--- config.mk ---
export PLATFORM = sky130hd
export DESIGN_NAME = riscv_mc_ctrl
export DESIGN_NICKNAME = d
export VERILOG_FILES = /design/src/rtl/riscv_mc_ctrl.sv
export SDC_FILE = /design/constraint.sdc
export NUM_CORES = 1
export LEC_CHECK = 0
export ABC_AREA = 1
export CORE_MARGIN = 5
export CORE_UTILIZATION = 51
export DETAILED_ROUTE_END_ITERATION = 12
export PLACE_DENSITY = 0.85
export SLEW_MARGIN = 20
export SYNTH_ARGS = -nofsm -noshare
export SYNTH_HDL_FRONTEND = slang
export SYNTH_SLANG_ARGS = --single-unit
--- constraint.sdc ---
create_clock -name clk -period 2 [get_ports clk]
set_input_delay 0.6 -clock clk [delete_from_list [all_inputs] [get_ports clk]]
set_output_delay 0.6 -clock clk [all_outputs]
set_load 0.02 [all_outputs]
--- src/rtl/riscv_mc_ctrl.sv ---
// Multi-cycle RV32I main control FSM: sequences fetch/decode/execute/memory/writeback
// over a shared memory port. Optional memory-wait timeout trap: RISCV_MC_TIMEOUT_EN.
module riscv_mc_ctrl #(
    parameter int unsigned MEM_TIMEOUT = 15,
    parameter int unsigned CNT_W       = 32
) (
    input  logic             clk,
    input  logic             reset,
    input  logic [6:0]       opcode,
    input  logic             mem_ready,
    output logic             mem_req,
    output logic             mem_we,
    output logic             addr_sel,
    output logic             ir_write,
    output logic             pc_write,
    output logic [1:0]       pc_src,
    output logic             branch,
    output logic [1:0]       ALUsrcA,
    output logic [1:0]       ALUsrcB,
    output logic [1:0]       ALUop,
    output logic             RegWrite,
    output logic [1:0]       writeSelect,
    output logic             illegal,
    output logic             timeout,
    output logic [CNT_W-1:0] retired
);

    typedef enum logic [3:0] {
        FETCH, DECODE, EXEC_R, EXEC_I, EXEC_AUIPC, ADDR, MEM_RD, MEM_WR,
        WB_ALU, WB_MEM, WB_IMM, BRANCH, JAL, JALR, TRAP
    } state_t;

    state_t state, nxt;
    logic   mem_state;
    logic   wait_expired;

    assign mem_state = (state == FETCH) || (state == MEM_RD) || (state == MEM_WR);

`ifdef RISCV_MC_TIMEOUT_EN
    localparam logic [7:0] WAIT_LAST = 8'(MEM_TIMEOUT - 1);
    logic [7:0] wcnt;

    // Any cycle not spent waiting clears the counter, so each memory state starts from 0.
    assign wait_expired = mem_state && !mem_ready && (wcnt == WAIT_LAST);

    always_ff @(posedge clk or negedge reset) begin
        if (!reset) begin
            wcnt    <= '0;
            timeout <= 1'b0;
        end else begin
            if (mem_state && !mem_ready)
                wcnt <= wcnt + 8'd1;
            else
                wcnt <= '0;
            if (wait_expired)
                timeout <= 1'b1;
        end
    end
`else
    assign wait_expired = 1'b0;
    assign timeout      = 1'b0;
`endif

    always_comb begin
        nxt = state;
        case (state)
            FETCH:      nxt = mem_ready ? DECODE : (wait_expired ? TRAP : FETCH);
            DECODE: begin
                case (opcode)
                    7'b0110011:             nxt = EXEC_R;
                    7'b0010011:             nxt = EXEC_I;
                    7'b0010111:             nxt = EXEC_AUIPC;
                    7'b0110111:             nxt = WB_IMM;
                    7'b0000011, 7'b0100011: nxt = ADDR;
                    7'b1100011:             nxt = BRANCH;
                    7'b1101111:             nxt = JAL;
                    7'b1100111:             nxt = JALR;
                    default:                nxt = TRAP;
                endcase
            end
            EXEC_R, EXEC_I, EXEC_AUIPC: nxt = WB_ALU;
            ADDR:       nxt = opcode[5] ? MEM_WR : MEM_RD;
            MEM_RD:     nxt = mem_ready ? WB_MEM : (wait_expired ? TRAP : MEM_RD);
            MEM_WR:     nxt = mem_ready ? FETCH  : (wait_expired ? TRAP : MEM_WR);
            WB_ALU, WB_MEM, WB_IMM, BRANCH, JAL, JALR: nxt = FETCH;
            TRAP:       nxt = TRAP;
            default:    nxt = TRAP;
        endcase
    end

    always_ff @(posedge clk or negedge reset) begin
        if (!reset) begin
            state   <= FETCH;
            illegal <= 1'b0;
            retired <= '0;
        end else begin
            state <= nxt;
            if (state == DECODE && nxt == TRAP)
                illegal <= 1'b1;
            if (state != FETCH && nxt == FETCH)
                retired <= retired + CNT_W'(1);
        end
    end

    always_comb begin
        mem_req     = 1'b0;
        mem_we      = 1'b0;
        addr_sel    = 1'b0;
        ir_write    = 1'b0;
        pc_write    = 1'b0;
        pc_src      = 2'b00;
        branch      = 1'b0;
        ALUsrcA     = 2'b00;
        ALUsrcB     = 2'b00;
        ALUop       = 2'b00;
        RegWrite    = 1'b0;
        writeSelect = 2'b00;
        case (state)
            FETCH: begin
                mem_req  = 1'b1;
                ir_write = mem_ready;
                pc_write = mem_ready;
                ALUsrcB  = 2'b01;
            end
            DECODE, EXEC_AUIPC: begin
                ALUsrcA = 2'b10;
                ALUsrcB = 2'b10;
            end
            EXEC_R: begin
                ALUsrcA = 2'b01;
                ALUop   = 2'b10;
            end
            EXEC_I: begin
                ALUsrcA = 2'b01;
                ALUsrcB = 2'b10;
                ALUop   = 2'b11;
            end
            ADDR: begin
                ALUsrcA = 2'b01;
                ALUsrcB = 2'b10;
            end
            MEM_RD: begin
                mem_req  = 1'b1;
                addr_sel = 1'b1;
            end
            MEM_WR: begin
                mem_req  = 1'b1;
                mem_we   = 1'b1;
                addr_sel = 1'b1;
            end
            WB_ALU: RegWrite = 1'b1;
            WB_MEM: begin
                RegWrite    = 1'b1;
                writeSelect = 2'b01;
            end
            WB_IMM: begin
                RegWrite    = 1'b1;
                writeSelect = 2'b11;
            end
            BRANCH: begin
                ALUsrcA = 2'b01;
                ALUop   = 2'b01;
                branch  = 1'b1;
                pc_src  = 2'b01;
            end
            JAL: begin
                pc_write    = 1'b1;
                pc_src      = 2'b01;
                RegWrite    = 1'b1;
                writeSelect = 2'b10;
            end
            JALR: begin
                ALUsrcA     = 2'b01;
                ALUsrcB     = 2'b10;
                pc_write    = 1'b1;
                pc_src      = 2'b10;
                RegWrite    = 1'b1;
                writeSelect = 2'b10;
            end
            default: ;
        endcase
    end

endmodule

### Yosys cells after proc, flatten, opt, wreduce, memory -nomap -nowiden

Index checks and enable logic that the tools add are counted.

| storage, ports and cells | value |
|---|---|
| bits in registers | 37 |
| input bits | 10 |
| output and inout port bits | 51 |

| operators by class | value |
|---|---|
| add/sub/neg operators | 1 |
| eq/ne operators | 23 |
| muxes and demuxes | 18 |
| reduce and logical (&&, ||, !) cells | 16 |

Operator list:

| operator | number |
|---|---|
| $add 32x1->32 const B | 1 |
| $pmux 4 s8 | 1 |
| $eq 4x4->1 const B | 7 |
| $pmux 4 s7 | 1 |
| $eq 7x6->1 const B | 3 |
| $eq 7x7->1 const B | 3 |
| $eq 4x3->1 const B | 4 |
| $reduce_or 5->1 | 3 |
| $eq 7x5->1 const B | 2 |
| $pmux 2 s2 | 3 |
| $pmux 2 s3 | 2 |
| $reduce_or 2->1 | 5 |
| $eq 4x2->1 const B | 2 |
| $logic_not 4->1 | 2 |
| $mux 1 | 8 |
| $eq 7x2->1 const B | 1 |
| $reduce_or 3->1 | 2 |
| $reduce_or 6->1 | 1 |
| $eq 4x1->1 const B | 1 |
| $mux 4 | 1 |
| $reduce_bool 4->1 | 1 |
| $mux 3 | 1 |
| $logic_and 1x1->1 | 2 |
| $pmux 1 s2 | 1 |

### Depth between registers and ports, before layout

| depth | value |
|---|---|
| depth after elaboration | 6 |
| depth in mapped cells | 12 |
| gate-level depth less buffers | 11 |

### Worst setup path before layout

Ideal clock, no wire load.

| path | value |
|---|---|
| path kind | register to output |
| start | reg state[1] |
| end | out pc_write |
| arrival | 1.480 ns |
| path slack | -0.080 ns |
| stages on the path, launching flop included | 6 |
| buffers on the path | 2 |
| path through | dfrtp_1 -> nor2_1 -> nand2_1 -> buf_4 -> buf_2 -> o21ai_0 |

| between the ends | value |
|---|---|
| longest elaborated chain between the ends | 3 |

RTL lines:

| item | line | text |
|---|---|---|
| from (decl) | 33 | `state_t state, nxt;` |
| from (signal assigned) | 97 | `state <= nxt;` |
| $eq 4x4->1 | 118 | `case (state)` |
| $reduce_or 2->1 (no source line) | - |  |
| $pmux 1 s2 * | 118 |  |
| to (decl) | 15 | `output logic pc_write,` |

Mark *: on every way between the ends. The rest lies on a longest branch, timed or not.

### Worst setup path after layout

| path | value |
|---|---|
| start | reg state[1] |
| end | out ALUsrcB[1] |

| between the ends | value |
|---|---|
| longest elaborated chain between the ends | 3 |

RTL lines:

| item | line | text |
|---|---|---|
| $eq 4x1->1 (tied with other cells) | 118 |  |
| $reduce_or 5->1 (no source line) | - |  |
| $pmux 2 s2 * | 118 |  |
| to (decl) | 19 | `output logic [1:0] ALUsrcB,` |

Marked as above.

==> results.md <==
* Outcome: finished with violations
* Failing checks: setup timing
* Row count at 27
* HPWL after DPL at 6410 µm
* Core ar. at about 0.0054 mm²
* Mux share of post-synthesis cell area at 0
* DIE AREA at 0.00708 mm²
* Initial core utilization at 0.515
* Crit end category: output pin
* PortBufs at 59
* Die Span Y at 84.1 µm
* Fill cells at about 330
* Ports at 61
* Most frequent CP cell: buf_4
* Clk sinks at 37
* Max cap viols at 0
* Grt met2 use at 0.448
* GRT busiest layer: met2
* GRT Residual Overflow at 0
* Final period demand of the worst path at 2.08 ns
* Iteration-0 DRC Markers at 412
* Via count at 3,508
* Final Hold Fails at 0
* Arr. time, crit path at 1.48 ns
* Critical Path Source Type: flip-flop
* Slowest Stage Delay on Critical Path at 0.44 ns
* Post-Synth Simple-Gate Area at 0.480
* First-pass GRT wire length at 15,800 µm
* Setup TNS Final at -0.0763 ns
* Reg clk slew, reported paths at 0.08 ns
* Leakage at roughly 0.0025 µW
* Sequential-to-total area share from yosys stat at 0.330
* Clock tree buffer depth at 2
* Routability cong. at 0.982
* CTS Buf Count at 5
* Synth Area in Adders at 0.00446
* GR Util met1 at 0.352
* CP bufs+invs at 2
* Vias in the first global route at 3,313
* DRC at 0
* Antenna fix cells at 0
* # H-tree levels at 2
* Top Family by Delay on Critical Path: flip-flops
* CTS tree: built
* Fmax at 482 MHz
* Met3 GRT Util at 0.0569
* Synth Net Count at 438
* Layout overhead on the synthesized area at 54.1%
* Clk_skew at 0.0124 ns
* Worst hold path type: input pin to asynchronous set/reset pin
* Cell area power density at 1100 mW/mm²
* VDD IR-drop max at between 700 and 800 µV
* Post-DR vias/cell at 5.75
* Nets at 550
* Main combinational cell family by area after synthesis: simple AND/OR/NAND/NOR gates
* Clock latency on the worst-skew pair at 0.29 ns
* DP Area at 0.00374 mm²
* Count of cell types in the netlist at 30
* CP max FO at 4
* Drt wl/cell at 16.6 µm
* RSZ-0062 raised after global routing: true
* Final critical-path setup slack at -0.0763 ns
* Stages on worst setup path at 5
* Post-synthesis xor/xnor area fraction at 0.0500
* Die W at 84.1 µm
* Crit Path Category: flip-flop to output pin
* Fin. max-slew vios at 0
* Final setup viols at 1
* Antenna violations before repair at 0
* Syn Area/Cell at 6.56 µm²
* Number of synthesized register bits at 37
* Final period util at 1.04
* Tot GR Track Use at 0.272
* Share of cells above drive strength 1 at 0.279
* Post-DRT Antenna Nets at 0
* CP max stage cell: dfrtp_2
* CTS Hold Bufs at 0
* Synthesized area at approximately 0.0028 mm²
* YS warnings at 0
* Largest net degree at the start of global routing at 26
* Required @ worst endpoint at between 1 and 1.5 ns
* Root Buffer: clkbuf_8
* Commonest non-fill, non-tap cells in the layout: nand2_1, nor2_1, nand4_1
* Leading cell type in the layout, fill and taps excluded: nand2_1
* Cell depth of the worst flop-to-flop path at 15
* Compound-cell area share of the yosys netlist at 0.0272
* Syn Inst Count at 427
* Final wirelength at approximately 10,000 µm
* Finished layout cell area at roughly 0.0043 mm²
* Drt pass-1 iters at 5
* Worst-path cell chain: nor2_2 > buf_4 > nand2_1 > o2111ai_1 > buf_4
metal layers:
layer | vias to the layer above | part of all wire
met1 | 1631 | 0.39
met3 | 47 | 0.093
met2 | 214 | 0.48
met4 | 0 | 0.041
met5 | - | 0
li1 | 1616 | -
kinds of logic (layout without fill, tap and decap cells):
logic type,after synthesis,count (layout)
AND/OR/NAND/NOR,294,294
XOR/XNOR,16,16
other,1,1
adder cells (fa/ha/maj),1,1
flip-flops,37,37
buffers and inverters,66,177
AO/OA/AOI/OAI,12,12
metrics by stage:
| stage | setup slack (ns) | hold WS [ns] | total power (µW) | util | instances |
|---|---|---|---|---|---|
| after global routing | -0.136 | 0.283 | 4960 | 0.794 | 610 |
| final | -0.0763 | 0.244 | 4750 | 0.794 | 610 |
| after CTS | -0.0973 | 0.261 | 4200 | 0.742 | 606 |
| after detailed placement | -0.533 | 0.466 | 3130 | 0.689 | 586 |
| after floorplan | 0.0758 | 0.304 | 2230 | - | 427 |
| after global placement | -0.495 | 0.455 | 3080 | 0.689 | 586 |
registers in the layout (all words and copies together) (netlist names):
| signal | flops |
|---|---|
| state | 4 |
| illegal | 1 |
| retired | 32 |
Yosys cell counts:
cell type	count	share of area
a21o_1	1	0.0027
o22ai_1	1	0.0022
nand4_4	1	0.0076
nor3_1	10	0.018
o21ai_0	4	0.0071
nand3b_1	4	0.011
nand2_1	141	0.19
nand2_2	4	0.0089
ha_1	1	0.0045
buf_6	3	0.012
nor2_2	2	0.0045
and3_1	1	0.0022
xnor2_1	8	0.025
dfrtp_1	37	0.33
buf_4	5	0.013
inv_1	47	0.063
a21oi_1	2	0.0036
nand4_1	48	0.11
nor2_8	1	0.0071
conb_1	1	0.0013
nand3_1	20	0.036
o2111ai_1	1	0.0031
a21oi_2	1	0.0031
inv_2	4	0.0054
o31ai_1	2	0.0054
nand3_2	1	0.0036
nor3_4	1	0.0058
xor2_1	8	0.025
buf_2	7	0.012
nor2_1	60	0.080
report_power, final:
part | leakage [µW] | switching, µW | total, µW | internal [µW]
Sequential | 0.000499 | 94.7 | 916 | 821
Clock | 0.0000399 | 265 | 495 | 230
Combinational | 0.00195 | 1800 | 3340 | 1540
worst paths after layout:
check / endpoint / from / slack, ns
worst max-delay path: ALUsrcB[1] / state[1] / -0.08
worst min-delay path: retired[5] / reset / 0.24
worst max register to register: retired[29] / state[2] / 0
worst min register to register: illegal / illegal / 0.50
max in group asynchronous: state[1] / reset / 1.27
min in group clk: illegal / illegal / 0.50
area by class of cell:
cell class	count	area [µm²]	share of cell area
clock buffers	5	68.8	0.0159
clock inverters	1	5.00	0.00116
inverters	51	191	0.0443
multi-input cells	324	1790	0.414
flip-flops and latches	37	930	0.215
well taps	72	90.1	0.0209
repair buffers	120	1240	0.288
what timing repair did:
action / in CTS / in global routing
endpoints found under the setup margin: 49 / 69
setup buffers: 8 / 2
pin swaps: 16 / 17
cloned: 6 / 3
gates resized for setup: 104 / 95
No activity file was read; power rests on OpenSTA's default activity.
